`config.mk`:
```
export PLATFORM = sky130hd
export DESIGN_NAME = uart_rx_deserializer_flat
export DESIGN_NICKNAME = d
export VERILOG_FILES = /design/src/rtl/uart_rx_deserializer_pkg.sv /design/src/rtl/uart_rx_deserializer_if.sv /design/src/rtl/uart_rx_deserializer_sync.sv /design/src/rtl/uart_rx_deserializer.sv /design/src/flat_wrapper.sv
export SDC_FILE = /design/constraint.sdc
export NUM_CORES = 1
export LEC_CHECK = 0
export BUFFER_PORTS_ARGS = -buffer_cell sky130_fd_sc_hd__buf_2
export CAP_MARGIN = 20
export CORE_MARGIN = 5
export CORE_UTILIZATION = 50
export DETAILED_ROUTE_END_ITERATION = 7
export GPL_TIMING_DRIVEN = 0
export PLACE_DENSITY = 0.74
export SLEW_MARGIN = 20
export SYNTH_ARGS = -nofsm -noshare
export SYNTH_HDL_FRONTEND = slang
export SYNTH_SLANG_ARGS = --single-unit
```
`constraint.sdc`:
```
create_clock -name pclk -period 3.03 [get_ports pclk]
set_input_delay 0.1515 -clock pclk [delete_from_list [all_inputs] [get_ports pclk]]
set_output_delay 0.1515 -clock pclk [all_outputs]
set_load 0.005 [all_outputs]
```
`src/rtl/uart_rx_deserializer_pkg.sv`:
```
// Shared UART definitions: receiver state encoding and
// frame/baud constants also used by the transmitter and FIFOs.
package uart_pkg;

  localparam int UART_DEFAULT_CLKS_PER_BIT = 10416;
  localparam int UART_DATA_BITS            = 8;

  typedef enum logic [2:0] {
    IDLE,
    START,
    DATA,
    STOP,
    BREAK
  } rx_state_t;

  function automatic int half_bit(input int clks_per_bit);
    return clks_per_bit / 2;
  endfunction

endpackage

```
`src/rtl/uart_rx_deserializer_if.sv`:
```
// Receive-side byte stream from the deserializer to the rx FIFO,
// plus the per-frame status pulses.
interface uart_rx_deserializer_if
  import uart_pkg::*;
#(
  parameter int DATA_BITS = UART_DATA_BITS
);

  logic [DATA_BITS-1:0] rx_data;
  logic                 rx_valid;
  logic                 rx_ready;
  logic                 frame_err;
  logic                 overrun;
  logic                 busy;

  modport master (
    output rx_data,
    output rx_valid,
    output frame_err,
    output overrun,
    output busy,
    input  rx_ready
  );

  modport slave (
    input  rx_data,
    input  rx_valid,
    input  frame_err,
    input  overrun,
    input  busy,
    output rx_ready
  );

endinterface

```
`src/rtl/uart_rx_deserializer_sync.sv`:
```
// Generic two-flop single-bit synchronizer with a
// parameterised reset value.
module sync_2ff #(
  parameter logic RST_VAL = 1'b0
) (
  input  logic clk,
  input  logic rst,
  input  logic i_d,
  output logic o_q
);

  logic r_meta;
  logic r_sync;

  always_ff @(posedge clk) begin
    if (rst) begin
      r_meta <= RST_VAL;
      r_sync <= RST_VAL;
    end else begin
      r_meta <= i_d;
      r_sync <= r_meta;
    end
  end

  assign o_q = r_sync;

endmodule

```
`src/rtl/uart_rx_deserializer.sv`:
```
// 8N1 serial-to-parallel receive stage feeding the rx FIFO
// through a valid/ready handshake.
module uart_rx_deserializer
  import uart_pkg::*;
#(
  parameter int CLKS_PER_BIT = UART_DEFAULT_CLKS_PER_BIT,
  parameter int DATA_BITS    = UART_DATA_BITS
) (
  input  logic                   pclk,
  input  logic                   Reset,
  input  logic                   rx,
  uart_rx_deserializer_if.master rx_if
);

  localparam int TW = $clog2(CLKS_PER_BIT);
  localparam int BW = $clog2(DATA_BITS + 1);

  localparam logic [TW-1:0] T_HALF =
    TW'(half_bit(CLKS_PER_BIT));
  localparam logic [TW-1:0] T_BIT =
    TW'(CLKS_PER_BIT - 1);
  localparam logic [BW-1:0] B_LAST =
    BW'(DATA_BITS - 1);

  logic w_rx_s;

  rx_state_t r_state;
  rx_state_t w_state_nxt;

  logic [TW-1:0]        r_timer;
  logic [TW-1:0]        w_timer_nxt;
  logic [BW-1:0]        r_bitcnt;
  logic [BW-1:0]        w_bitcnt_nxt;
  logic [DATA_BITS-1:0] r_shift;
  logic [DATA_BITS-1:0] w_shift_nxt;

  logic w_accept;
  logic w_ferr;
  logic w_load;
  logic w_clear;

  logic [DATA_BITS-1:0] r_data;
  logic                 r_valid;
  logic                 r_ferr;
  logic                 r_ovr;

  // Line idles high, so the synchronizer resets to 1
  sync_2ff #(
    .RST_VAL (1'b1)
  ) u_sync (
    .clk (pclk),
    .rst (Reset),
    .i_d (rx),
    .o_q (w_rx_s)
  );

  always_ff @(posedge pclk) begin
    if (Reset) begin
      r_state  <= IDLE;
      r_timer  <= '0;
      r_bitcnt <= '0;
      r_shift  <= '0;
    end else begin
      r_state  <= w_state_nxt;
      r_timer  <= w_timer_nxt;
      r_bitcnt <= w_bitcnt_nxt;
      r_shift  <= w_shift_nxt;
    end
  end

  always_comb begin
    w_state_nxt  = r_state;
    w_timer_nxt  = '0;
    w_bitcnt_nxt = r_bitcnt;
    w_shift_nxt  = r_shift;
    w_accept     = 1'b0;
    w_ferr       = 1'b0;

    unique case (r_state)
      IDLE: begin
        if (!w_rx_s) begin
          w_state_nxt  = START;
          w_bitcnt_nxt = '0;
        end
      end

      START: begin
        if (r_timer == T_HALF) begin
          w_state_nxt = w_rx_s ? IDLE : DATA;
        end else begin
          w_timer_nxt = r_timer + 1'b1;
        end
      end

      DATA: begin
        if (r_timer == T_BIT) begin
          w_shift_nxt =
            DATA_BITS'({w_rx_s, r_shift} >> 1);
          w_bitcnt_nxt = r_bitcnt + 1'b1;
          if (r_bitcnt == B_LAST) begin
            w_state_nxt = STOP;
          end
        end else begin
          w_timer_nxt = r_timer + 1'b1;
        end
      end

      STOP: begin
        if (r_timer == T_BIT) begin
          if (w_rx_s) begin
            w_accept    = 1'b1;
            w_state_nxt = IDLE;
          end else begin
            w_ferr      = 1'b1;
            w_state_nxt = BREAK;
          end
        end else begin
          w_timer_nxt = r_timer + 1'b1;
        end
      end

      BREAK: begin
        if (w_rx_s) begin
          w_state_nxt = IDLE;
        end
      end

      default: begin
        w_state_nxt = IDLE;
      end
    endcase
  end

  // A load in the same cycle as a FIFO pop replaces the byte
  assign w_clear = r_valid && rx_if.rx_ready;
  assign w_load  = w_accept && (!r_valid || rx_if.rx_ready);

  always_ff @(posedge pclk) begin
    if (Reset) begin
      r_data  <= '0;
      r_valid <= 1'b0;
      r_ferr  <= 1'b0;
      r_ovr   <= 1'b0;
    end else begin
      r_ferr <= w_ferr;
      r_ovr  <= w_accept && !w_load;
      if (w_load) begin
        r_data  <= r_shift;
        r_valid <= 1'b1;
      end else if (w_clear) begin
        r_valid <= 1'b0;
      end
    end
  end

  assign rx_if.rx_data   = r_data;
  assign rx_if.rx_valid  = r_valid;
  assign rx_if.frame_err = r_ferr;
  assign rx_if.overrun   = r_ovr;
  assign rx_if.busy      = (r_state != IDLE);

endmodule

```
`src/flat_wrapper.sv`:
```
// flat-port wrapper written by rule: the top's interface ports become plain ports
module uart_rx_deserializer_flat import uart_pkg::*;
#(
  parameter int CLKS_PER_BIT = UART_DEFAULT_CLKS_PER_BIT,
  parameter int DATA_BITS    = UART_DATA_BITS
)
  (pclk, Reset, rx, rx_if_rx_data, rx_if_rx_valid, rx_if_frame_err, rx_if_overrun, rx_if_busy, rx_if_rx_ready);
  uart_rx_deserializer_if #(.DATA_BITS(DATA_BITS)) rx_if_i ();
  input  logic pclk;
  input  logic Reset;
  input  logic rx;
  output wire logic [$bits(rx_if_i.rx_data)-1:0] rx_if_rx_data;
  output wire logic [$bits(rx_if_i.rx_valid)-1:0] rx_if_rx_valid;
  output wire logic [$bits(rx_if_i.frame_err)-1:0] rx_if_frame_err;
  output wire logic [$bits(rx_if_i.overrun)-1:0] rx_if_overrun;
  output wire logic [$bits(rx_if_i.busy)-1:0] rx_if_busy;
  input wire logic [$bits(rx_if_i.rx_ready)-1:0] rx_if_rx_ready;
  assign rx_if_rx_data = rx_if_i.rx_data;
  assign rx_if_rx_valid = rx_if_i.rx_valid;
  assign rx_if_frame_err = rx_if_i.frame_err;
  assign rx_if_overrun = rx_if_i.overrun;
  assign rx_if_busy = rx_if_i.busy;
  assign rx_if_i.rx_ready = rx_if_rx_ready;
  uart_rx_deserializer #(.CLKS_PER_BIT(CLKS_PER_BIT), .DATA_BITS(DATA_BITS)) u_core (.pclk(pclk), .Reset(Reset), .rx(rx), .rx_if(rx_if_i));
endmodule
```
==> impl_metrics.py, run 1 <==
metrics = {
    "sta": {
        "min_period_ns": 2.27,
        "report.final.slew_viol_count": 0,
        "fin_skew_ns": 0.00841,
        "min_period_over_period_pct": 74.8,
        "relSlewSlack_pct": 40.4,
        "fmax_mhz": 441,
        "worst_slack_ns": 0.763,
        "rsz0062_at_grt": "no",
        "hold_viol_final": 0,
        "setup_viol": 0,
        "tns_ns": 0,
        "worstMarginPinSlew_ns": 0.886,
        "whs_ns": 0.0329,
    },
    "global_route": {
        "first_global_vias": 1524,
        "grt_busiest_layer": "met2",
        "grt_max_degree": 14,
        "grt_usage_pct": 16.7,
        "antenna_found_initial": 0,
        "use_met2_pct": 26.5,
        "grt_pass1_wl_um": 7050,
        "use_met3_pct": 4.92,
        "overflow": 0,
        "use_met1_pct": 21.9,
    },
    "yosys": {
        "ys_warn_count": 0,
        "synth_ff_type": "dfxtp_1",
        "synth_nets": 235,
        "synthCells": 227,
        "syn_area_mm2": 0.00202,
        "synth-seq-area-share_pct": 41.5,
        "synth_edf_count": 0,
        "syn_area_per_cell_um2": 8.92,
        "async_flop_share_pct": 0,
        "ys_ff_latch": 42,
        "yosys.cell_types.count": 44,
    },
    "cells_and_area": {
        "final.fill_count": 352,
        "syn2layout_area_growth_pct": 12.2,
        "regArea_um2": 841,
        "layout.nets": 257,
        "drive_gt1_share_pct": 17.6,
        "final_cell_mix": "42 x dfxtp_1, 27 x nand3_1, 20 x a21oi_1, 19 x o21ai_0, 16 x buf_2",
        "multi_input_comb_area_mm2": 0.00108,
        "fin_util_pct": 57.2,
        "final_common_cell": "dfxtp_1",
        "diodes": 0,
    },
    "drt": {
        "routed_wl_um": 4110,
        "vias": 1732,
        "drc": 0,
        "drtIter0Drc": 125,
        "viasPerCell": 5.77,
        "drtAntennaViolNets": 0,
        "wl_per_cell_um": 13.7,
        "first_pass_iters": 4,
    },
    "cts": {
        "cts_resized": 0,
        "htree_levels": 2,
        "post_cts_buffers": 0,
        "clk_pin_slew_worst_paths_ns": 0.08,
        "tritoncts": "yes",
        "cts_sinks": 42,
        "cts_hold_buf": 0,
        "clock_path_buffers": 2,
        "clk_latency_ns": 0.30,
        "root_buffer": "clkbuf_8",
        "cts_buffers": 5,
    },
    "place": {
        "dpl_worst_slack_ns": 0.749,
        "io_buffers": 15,
        "place_congestion": 0.836,
        "dp.final_hpwl_um": 2980,
    },
    "worst_setup_path": {
        "crit_arrival_ns": 2.43,
        "cp-startpoint": "u_core.r_timer[4]$_SDFF_PP0_",
        "cp_max_fo": 10,
        "worstPathCellList": "nor4_1 > nand4bb_1 > a32oi_4 > buf_8 > nor3_2",
        "cp_slowest_stage_delay_ns": 0.78,
        "crit_path_top_delay_cell": "nor4_1",
        "worst_setup_path_start_kind": "flip-flop",
        "worstSetupPathType": "reg2reg",
        "required_ns": 3.19,
        "r2r_start": "u_core.r_timer[4]$_SDFF_PP0_",
        "setup.worst_path.end_class": "flip-flop",
    },
    "die": {
        "start_util_pct": 51.0,
        "rows": 23,
        "core_area_mm2": 0.00397,
        "die_height_um": 73.6,
        "fp.dieW_um": 73.6,
        "die_area_mm2": 0.00542,
        "ioPinCount": 16,
    },
    "hold_path": {
        "hold_start": "rx",
        "min_path_type": "in2reg",
    },
    "status": {
        "outcome": "finished, final reports clean",
    },
    "power": {
        "p_leak_nw": 0.756,
        "p_per_area_mw_per_mm2": 495,
        "irDropWorstVdd_mv": 0.361,
    },
    "job": {
        "drv_cap": 0,
    },
}
==> stage by stage <==
step | power, mW | cell area [um2] | instances
floorplan | 0.669 | 2020 | 227
finish | 1.12 | 2270 | 300
global placement | 0.696 | 2160 | 292
CTS | 1.13 | 2270 | 300
detailed placement | 0.696 | 2160 | 292
global route | 1.17 | 2270 | 300
==> state kept, by name, summed over array words and instances, names as in the netlist <==
signal                  cells
u_core.r_bitcnt             4
u_core.r_shift              8
u_core.r_state              3
u_core.r_timer             14
u_core.rx_if.frame_err      1
u_core.rx_if.overrun        1
u_core.rx_if.rx_data        8
u_core.rx_if.rx_valid       1
u_core.u_sync.o_q           1
u_core.u_sync.r_meta        1
==> layout make-up <==
class	count	area share, %
multi-input combinational	165	47.7
sequential	42	37.0
buffer	17	3.85
timing repair buffer	15	3.30
clock buffer	6	3.19
tap	50	2.75
clock inverter	2	1.65
inverter	3	0.496
==> cells by family (layout without fill, tap and decap cells) <==
| group | Yosys count | after routing | synth area share [%] |
|---|---|---|---|
| fa+ha+maj | 4 | 4 | 2.47 |
| flops | 42 | 42 | 41.5 |
| compound gates | 50 | 50 | 14.8 |
| mux | 1 | 1 | 0.494 |
| simple gates | 98 | 98 | 30.7 |
| buf+inv | 20 | 43 | 4.88 |
| xor+xnor | 12 | 12 | 5.19 |
==> critical path, delay by kind of cell (launching register included) <==
family | cells | cell delay (ns)
buffers and inverters | 1 | 0.21
flip-flops | 1 | 0.37
AO/OA/AOI/OAI | 1 | 0.42
AND/OR/NAND/NOR | 3 | 1.14
==> synth_stat cells (3+ instances only) <==
library cell,count,share of area [%]
dfxtp_1,42,42
nand3_1,27,6.7
a21oi_1,20,4.9
o21ai_0,19,4.7
clkbuf_1,13,2.4
nor3_1,10,2.5
nor3_2,10,4.9
nand2_1,7,1.3
xor2_1,7,3.0
nand4_1,6,1.9
and3_1,5,1.5
xnor2_1,5,2.2
ha_1,4,2.5
nor2_1,4,0.74
inv_1,3,0.56
nor4_1,3,0.93
o211ai_1,3,1.1
or2_2,3,0.93
or3_1,3,0.93
or4_1,3,1.1
==> routing by layer <==
metal | part of all wire (%) | wire length [um] | vias up
met5 | 0 | 0 | -
li1 | - | - | 875
met4 | 1.2 | 49 | 0
met3 | 3.5 | 144 | 6
met2 | 47 | 1910 | 29
met1 | 49 | 2000 | 822
==> worst paths after layout <==
path                                           to  slack [ns]  cells past startpoint
hold reg to reg      u_core.u_sync.o_q$_SDFF_PP1_        0.42                      1
setup reg to reg     u_core.r_timer[0]$_SDFF_PP0_        0.76                      5
setup / recovery     u_core.r_timer[0]$_SDFF_PP0_        0.76                      5
hold / removal    u_core.u_sync.r_meta$_SDFF_PP1_        0.03                      2
==> report_power, final <==
part | switching (mW) | leakage (nW) | internal, mW
Clock | 0.195 | 0.0514 | 0.246
Sequential | 0.00345 | 0.339 | 0.557
Combinational | 0.0808 | 0.365 | 0.0417
Note: power is estimated with default switching activity, not from simulation.
==> inputs of run 2 (changes only) <==
Settings changed: ABC_AREA set to 1.
Clock period 3.03 ns to 2.2 ns, I/O delays scaled along.
==> run 2 against run 1 <==
Cell count rose by 13%; highest routed layer unchanged; largest cell class unchanged; die area is 1.8% lower; sequential power increased by 49%; largest power group unchanged; sequential share of layout area is essentially flat; worst hold slack better by 0.067 ns; critical path type unchanged; non-clock buffer count fell by 11; fmax grew 30%; power increased by 74%; combinational power grew to 3.2 times the previous value.
==> impl_metrics.py, run 2 <==
metrics = {
    "cts": {
        "cts_hold_buf": 1,
        "clock_path_buffers": 2,
        "cts_buffers": 5,
        "cts_sinks": 42,
        "cts_resized": 0,
        "tritoncts": "yes",
        "clk_pin_slew_worst_paths_ns": 0.08,
        "root_buffer": "clkbuf_8",
        "htree_levels": 2,
        "post_cts_buffers": 0,
        "clk_latency_ns": 0.28,
    },
    "hold_path": {
        "min_path_type": "in2reg",
    },
    "sta": {
        "rsz0062_at_grt": "no",
        "worst_slack_ns": 0.454,
        "report.final.slew_viol_count": 0,
        "hold_viol_final": 0,
        "fin_skew_ns": 0.00669,
        "relSlewSlack_pct": 67.9,
        "tns_ns": 0,
        "worstMarginPinSlew_ns": 0.482,
        "fmax_mhz": 573,
        "min_period_over_period_pct": 79.3,
        "setup_viol": 0,
        "min_period_ns": 1.75,
    },
    "cells_and_area": {
        "final_common_cell": "nor2_1",
        "layout.nets": 299,
        "largest_reg_flops": 14,
        "diodes": 0,
        "syn2layout_area_growth_pct": 14.5,
        "final.fill_count": 378,
        "multi_input_comb_area_um2": 971,
        "top_register": "u_core.r_timer",
        "regArea_um2": 841,
        "drive_gt1_share_pct": 16.1,
        "final_cell_mix": "55 x nor2_1, 50 x nand2_1, 42 x dfxtp_1, 33 x inv_1, 16 x buf_2",
        "post-route-cell-area_mm2": 0.00227,
        "fin_util_pct": 60.7,
    },
    "worst_setup_path": {
        "crit_arrival_ns": 1.92,
        "cp_max_fo": 10,
        "worstSetupPathType": "reg2reg",
        "setup.worst_path.end_class": "flip-flop",
        "required_ns": 2.38,
        "worst_setup_path_start_kind": "flip-flop",
    },
    "global_route": {
        "grt_max_degree": 14,
        "antenna_found_initial": 0,
        "grt_pass1_wl_um": 6510,
        "overflow": 0,
        "first_global_vias": 1470,
        "grt_usage_pct": 15.1,
    },
    "power": {
        "p_leak_nw": 1.07,
        "p_total_mw": 1.95,
        "p_per_area_mw_per_mm2": 860,
        "irDropWorstVdd_mv": 0.640,
    },
    "place": {
        "dp.final_hpwl_um": 2610,
        "dpl_worst_slack_ns": 0.459,
        "post_dp_cell_area_mm2": 0.00212,
        "io_buffers": 15,
        "place_congestion": 0.839,
    },
    "yosys": {
        "synth-seq-area-share_pct": 42.4,
        "synth_edf_count": 0,
        "yosys.cell_types.count": 33,
        "synthCells": 268,
        "synth_most_common_cell": "nor2_1",
        "syn_area_per_cell_um2": 7.40,
        "async_flop_share_pct": 0,
        "ys_ff_latch": 42,
        "synthTopCellsByArea": "dfxtp_1 42%, nor2_1 10%, nand2_1 9.5%, inv_1 6.2%, xor2_1 3.1%",
        "syn_area_mm2": 0.00198,
        "synth_top_area_share_pct": 42.4,
        "synth_nets": 276,
        "synthTopCellsByCount": "55 x nor2_1, 50 x nand2_1, 42 x dfxtp_1",
        "ys_warn_count": 0,
        "synth_ff_type": "dfxtp_1",
        "yosys.area.top_type": "dfxtp_1",
    },
    "job": {
        "drv_cap": 0,
    },
    "die": {
        "ioPinCount": 16,
        "fp.dieW_um": 73.0,
        "start_util_pct": 53.0,
        "core_area_mm2": 0.00374,
        "die_area_mm2": 0.00533,
        "rows": 22,
        "die_height_um": 73.0,
    },
    "drt": {
        "first_pass_iters": 4,
        "drc": 0,
        "drtAntennaViolNets": 0,
        "routed_wl_um": 3510,
        "drtIter0Drc": 70,
        "wl_per_cell_um": 10.3,
        "viasPerCell": 4.80,
        "vias": 1632,
    },
    "status": {
        "outcome": "finished, final reports clean",
    },
}
[run 2: cell count changes after synthesis, moves of 8 or more]
cell	delta
nor3_2	-9
nand2_1	+43
o21ai_0	-12
nor2_1	+51
inv_1	+30
nand3_1	-17
clkbuf_1	-12
a21oi_1	-8
[run 2: metrics by stage]
| stage | std cells | hold slack (ns) |
|---|---|---|
| 6_report | 340 | 0.0998 |
| 5_1_grt | 340 | 0.118 |
| 4_1_cts | 340 | 0.0906 |
| 3_5_place_dp | 331 | 0.297 |
| 3_3_place_gp | 331 | 0.293 |
| 2_1_floorplan | 268 | 0.214 |
[run 2: logic make-up after synthesis]
logic type / share of synthesized area, %
DFF: 42.4
buffers and inverters: 8.64
AOI/OAI and AO/OA: 5.93
xor gates and xnor gates: 3.97
adders and majority gates: 2.52
and+or+nand+nor: 36.5
[run 2: layout make-up]
class                      instances  share of cell area (%)
clock inverter                     2                    2.64
inverter                          35                    5.84
timing repair buffer              16                    3.75
tap                               48                    2.64
multi-input combinational        186                    42.8
clock buffer                       6                    3.64
buffer                             5                    1.71
sequential                        42                    37.0
[run 2: worst max-delay path, cell delays in order, from the launching register on]
cell and delay (ns):
dfxtp_1 0.43, ha_1 0.23, nand3_2 0.14, nor2_4 0.21, nand2_4 0.09, nand2_2 0.11, nand2_1 0.07, nand2_2 0.12
buf_4 0.19, nor2_1 0.06
[run 2: power breakdown]
group          internal (mW)  switching, mW
sequential             0.792         0.0413
clock                  0.484          0.251
combinational          0.128          0.257
[run 2: final timing paths]
check,from,endpoint,slack [ns],cells after the start
worst max-delay path,u_core.r_timer[0]$_SDFF_PP0_,u_core.r_timer[10]$_SDFF_PP0_,0.45,9
worst min-delay path,rx_if_rx_ready,u_core.rx_if.overrun$_SDFF_PP0_,0.1,4
worst max register to register,u_core.r_timer[0]$_SDFF_PP0_,u_core.r_timer[10]$_SDFF_PP0_,0.45,9
worst min register to register,u_core.u_sync.r_meta$_SDFF_PP1_,u_core.u_sync.o_q$_SDFF_PP1_,0.42,1
[run 2: metal layers]
metal | vias up | GRT usage (%) | part of all wire, %
met5 | - | 0 | 0
met3 | 4 | 2.89 | 4.4
li1 | 891 | - | -
met1 | 713 | 22.1 | 52
met4 | 0 | 4.51 | 0.71
met2 | 24 | 22.2 | 43
